==> src/rtl/simplez_tx_port.sv <==
// SIMPLEZ memory-mapped UART transmitter: 8N1 by default, 8E1 when SIMPLEZ_TX_PARITY_EN is defined.
// State advances on the falling clock edge, in step with the CPU datapath.
module simplez_tx_port #(
  parameter int DATAW       = 12,
  parameter int ADDRW       = 9,
  parameter int ADDR_STATUS = 508,
  parameter int ADDR_DATA   = 509,
  parameter int CLK_DIV     = 104
) (
  input  logic             clk,
  input  logic             rst,
  input  logic [ADDRW-1:0] addr,
  input  logic [DATAW-1:0] data_in,
  input  logic             wr,
  input  logic             rd,
  output logic [DATAW-1:0] data_out,
  output logic             tx,
  output logic             ready
);

  localparam logic [2:0] ST_IDLE   = 3'd0;
  localparam logic [2:0] ST_START  = 3'd1;
  localparam logic [2:0] ST_DATA   = 3'd2;
  localparam logic [2:0] ST_PARITY = 3'd3;
  localparam logic [2:0] ST_STOP   = 3'd4;

  localparam logic [ADDRW-1:0] STATUS_A  = ADDRW'(ADDR_STATUS);
  localparam logic [ADDRW-1:0] DATA_A    = ADDRW'(ADDR_DATA);
  localparam logic [15:0]      BAUD_LAST = 16'(CLK_DIV - 1);

  logic [2:0]  state_r, state_s;
  logic [15:0] baud_r, baud_s;
  logic [2:0]  bit_r, bit_s;
  logic [7:0]  shift_r, shift_s;
  logic        tx_r, tx_s;
  logic        ready_r, ready_s;
  logic        bit_end_s;
  logic        accept_s;
  logic        unused_s;
`ifdef SIMPLEZ_TX_PARITY_EN
  logic        par_r, par_s;
`endif

  assign unused_s = ^data_in[DATAW-1:8];

  // Zero-latency status read; everything else reads as the bus default.
  assign data_out = (rd && (addr == STATUS_A)) ? {{(DATAW-1){1'b0}}, ready_r} : {DATAW{1'b1}};
  assign tx       = tx_r;
  assign ready    = ready_r;

  // Next-state logic. The end of the stop bit also accepts a write so frames can abut.
  always_comb begin
    state_s   = state_r;
    baud_s    = baud_r;
    bit_s     = bit_r;
    shift_s   = shift_r;
    tx_s      = tx_r;
    ready_s   = ready_r;
`ifdef SIMPLEZ_TX_PARITY_EN
    par_s     = par_r;
`endif
    bit_end_s = (baud_r == BAUD_LAST);
    accept_s  = wr && (addr == DATA_A) && (ready_r || ((state_r == ST_STOP) && bit_end_s));
    if (accept_s) begin
      shift_s = data_in[7:0];
`ifdef SIMPLEZ_TX_PARITY_EN
      par_s   = ^data_in[7:0];
`endif
      tx_s    = 1'b0;
      state_s = ST_START;
      ready_s = 1'b0;
      baud_s  = 16'd0;
      bit_s   = 3'd0;
    end else begin
      case (state_r)
        ST_IDLE: begin
          baud_s  = 16'd0;
          bit_s   = 3'd0;
          tx_s    = 1'b1;
          ready_s = 1'b1;
        end
        ST_START: begin
          if (bit_end_s) begin
            state_s = ST_DATA;
            baud_s  = 16'd0;
            tx_s    = shift_r[0];
          end else begin
            baud_s = baud_r + 16'd1;
          end
        end
        ST_DATA: begin
          if (!bit_end_s) begin
            baud_s = baud_r + 16'd1;
          end else if (bit_r == 3'd7) begin
            baud_s = 16'd0;
`ifdef SIMPLEZ_TX_PARITY_EN
            state_s = ST_PARITY;
            tx_s    = par_r;
`else
            state_s = ST_STOP;
            tx_s    = 1'b1;
`endif
          end else begin
            baud_s  = 16'd0;
            bit_s   = bit_r + 3'd1;
            shift_s = {1'b0, shift_r[7:1]};
            tx_s    = shift_r[1];
          end
        end
        ST_PARITY: begin
          if (bit_end_s) begin
            state_s = ST_STOP;
            baud_s  = 16'd0;
            tx_s    = 1'b1;
          end else begin
            baud_s = baud_r + 16'd1;
          end
        end
        ST_STOP: begin
          if (bit_end_s) begin
            state_s = ST_IDLE;
            baud_s  = 16'd0;
            bit_s   = 3'd0;
            ready_s = 1'b1;
          end else begin
            baud_s = baud_r + 16'd1;
          end
        end
        default: begin
          state_s = ST_IDLE;
          baud_s  = 16'd0;
          bit_s   = 3'd0;
          tx_s    = 1'b1;
          ready_s = 1'b1;
        end
      endcase
    end
  end

  // State registers on the falling edge; reset drops any frame in flight.
  always_ff @(negedge clk) begin
    if (rst) begin
      state_r <= ST_IDLE;
      baud_r  <= 16'd0;
      bit_r   <= 3'd0;
      shift_r <= 8'd0;
      tx_r    <= 1'b1;
      ready_r <= 1'b1;
`ifdef SIMPLEZ_TX_PARITY_EN
      par_r   <= 1'b0;
`endif
    end else begin
      state_r <= state_s;
      baud_r  <= baud_s;
      bit_r   <= bit_s;
      shift_r <= shift_s;
      tx_r    <= tx_s;
      ready_r <= ready_s;
`ifdef SIMPLEZ_TX_PARITY_EN
      par_r   <= par_s;
`endif
    end
  end

endmodule

==> config.mk <==
export PLATFORM = sky130hd
export DESIGN_NAME = simplez_tx_port
export DESIGN_NICKNAME = d
export VERILOG_FILES = /design/src/rtl/simplez_tx_port.sv
export SDC_FILE = /design/constraint.sdc
export NUM_CORES = 1
export LEC_CHECK = 0
export CORE_MARGIN = 10
export CORE_UTILIZATION = 40
export CTS_CLUSTER_SIZE = 24
export DETAILED_ROUTE_END_ITERATION = 8
export PLACE_DENSITY = 0.75
export SLEW_MARGIN = 20
export SYNTH_ARGS = -nofsm -noshare
export SYNTH_HDL_FRONTEND = slang
export SYNTH_SLANG_ARGS = --single-unit
==> constraint.sdc <==
create_clock -name clk -period 3.2 [get_ports clk]
set_input_delay 0.96 -clock clk [delete_from_list [all_inputs] [get_ports clk]]
set_output_delay 0.96 -clock clk [all_outputs]
set_load 0.1 [all_outputs]
==> impl_metrics.py <==
metrics = {
    "status": {
        "status": "finished, violations left",
        "violations": "negative setup slack",
    },
    "critical_path": {
        "timing.rr.end": "bit_r[2]",
        "required_ps": 2240,
        "critPathCaptureType": "output port",
        "cp_data_arrival_time_ps": 2560,
        "rr_worst_depth": 6,
        "critical_path.startpoint_type": "flip-flop",
        "r2r_start": "baud_r[0]",
        "crit_type": "reg -> out",
        "ff2ff_setup_slack_ps": 1010,
        "crit_fanout": 2,
    },
    "flow_run": {
        "drv_cap": 0,
    },
    "synth": {
        "ys_warn_count": 0,
        "yosys.cell_types.count": 42,
        "ys_async_sr_fraction_pct": 0,
        "synth-seq-cells": 32,
        "syn-cell-area_um2": 1680,
        "syn-instance-count": 191,
        "syn_area_per_cell_um2": 8.77,
        "synth_nets": 219,
        "ys_seq_area_share_pct": 38.2,
        "synthFlopType": "dfxtp_1",
        "synth_edf_count": 0,
    },
    "min_path": {
        "min_from": "baud_r[0]",
        "worstHoldEndpoint": "baud_r[0]",
        "hold_depth": 1,
        "holdCritPathClass": "reg -> reg",
    },
    "cts": {
        "cts_root_buf": "clkbuf_8",
        "clkLatencyLatePin_ps": 360,
        "postCtsHoldBufs": 0,
        "cts.clk_slew.worst_paths_ps": 30,
        "cts_tree": "built",
        "clkSinkCount": 32,
        "clk_path_buf_depth": 2,
        "h-tree-depth": 2,
        "numCtsBuffers": 5,
    },
    "detailed_routing": {
        "drc_errors": 0,
        "wirelength_mm": 4.79,
        "ant_nets": 0,
        "wl_per_cell_um": 14.8,
        "vias": 1695,
        "dr.pass1.iters": 4,
        "drt_iter0_drc": 135,
        "routed_via_density": 5.25,
    },
    "placement": {
        "dp_slack_ps": -966,
        "placedCellCount": 272,
        "numPortBuffers": 34,
        "dp_hpwl_mm": 2.86,
        "place_congestion": 0.756,
        "place_area_um2": 2280,
    },
    "power_and_ir_drop": {
        "peakVddDrop_mv": 0.240,
        "leakage_nw": 1.15,
        "p_per_area_nw_per_um2": 319,
        "power.total_mw": 0.923,
    },
    "finish": {
        "final_common_cell": "inv_1",
        "layout_common_cells": "inv_1 (39), dfxtp_1 (30), buf_6 (18)",
        "final_cells": 323,
        "nNetsFinal": 300,
        "antennaDiodeCount": 0,
        "syn2layout_area_growth_pct": 72.8,
        "final_cell_area_um2": 2900,
        "final_core_util_pct": 71.9,
        "drive_above_1_share_pct": 41.8,
    },
    "floorplanning": {
        "core_area_um2": 4030,
        "die_h_um": 84.7,
        "io_pins": 39,
        "placementRows": 23,
        "die_w_um": 84.7,
        "initial_core_util_pct": 41.6,
        "dieArea_um2": 7180,
    },
    "sta": {
        "setup_viol": 46,
        "skew_ps": 27.9,
        "slew_violations": 0,
        "relSlewSlack_pct": 57.9,
        "tightest_slew_ps": 626,
        "grt_setup_unrepaired": "true",
        "finalWorstSetupSlack_ps": -317,
        "hold_viol": 0,
    },
    "global_route": {
        "grt_pass1_vias": 1746,
        "antenna_found_initial": 0,
        "grt_usage_pct": 12.5,
        "grt-ovfl-total": 0,
        "grt_max_degree": 12,
        "grt_pass1_wl_mm": 7.58,
    },
}
[report_power, final]
group / internal (mW) / switching, mW / leakage, nW / total [mW]
Clock: 0.203 / 0.268 / 0.216 / 0.470
Sequential: 0.400 / 0.000164 / 0.257 / 0.400
Combinational: 0.0310 / 0.0217 / 0.675 / 0.0527
Total: 0.634 / 0.290 / 1.15 / 0.923
[metal layers]
metal  vias to the layer above  GRT usage [%]  part of all wire, %
li1                        830              -                    -
met1                       790           14.2                   44
met2                        66           19.2                   48
met3                         9           4.93                  6.1
met4                         0           8.08                  1.8
met5                         -              0                    0
[sequential cells by signal, summed over array words and instances, names as in the netlist]
register	flops
baud_r	16
shift_r	8
bit_r	3
state_r	3
tx	1
ready	1
[stage by stage]
step | hold WS [ps] | TNS [ps]
floorplan | 418 | -15110
global placement | 431 | -34510
detailed placement | 438 | -35930
CTS | 445 | -9600
global route | 504 | -12140
finish | 465 | -9760
[area by class of cell]
cell class              count  area, um^2
multi-input cells         134        1190
fillers                   274        1130
repair buffers             59         758
flip-flops and latches     32         648
clock inverters            35         138
clock buffers               5        68.8
well taps                  50        62.6
inverters                   8        32.5
[what timing repair did]
action | CTS | global route
setup buffers | 5 | 5
resized for setup | 75 | 43
cloned | 2 | 0
setup endpoints to repair | 46 | 46
pin swaps | 25 | 16
[cells in the mapped netlist (3+ instances only)]
library cell  count  area share [%]
dfxtp_1          32              38
nor2_1           27             6.0
a21oi_1          12             3.6
buf_4            11             4.9
o21ai_0          11             3.3
nand2_1           9             2.0
inv_1             8             1.8
xor2_1            8             4.2
mux2i_1           7             4.2
nand3_1           7             2.1
xnor2_1           7             3.7
nor3_1            6             1.8
nand4_1           5             1.9
ha_1              3             2.2
nor4_1            3             1.1
[cell families after synthesis]
kind of cell | count (synthesis) | share of synthesized area (%)
and+or+nand+nor | 77 | 27.3
buffers and inverters | 25 | 8.66
xor gates and xnor gates | 15 | 7.84
adders and majority gates | 3 | 2.24
muxes | 7 | 4.18
DFF | 32 | 38.2
AOI/OAI and AO/OA | 32 | 11.6
[worst max-delay path by stage]
stage	startpoint	slack, ps	endpoint
floorplan	addr[1]	-460	baud_r[3]
global placement	addr[8]	-940	shift_r[3]
detailed placement	addr[8]	-970	shift_r[3]
CTS	ready	-330	data_out[0]
global route	addr[8]	-370	shift_r[7]
finish	ready	-320	data_out[0]
[critical path: stages, from the launching register on]
cell and delay [ps]:
dfxtp_4 350, inv_4 40, nand2b_4 60, buf_12 170
(Power assumes the default switching activity.)
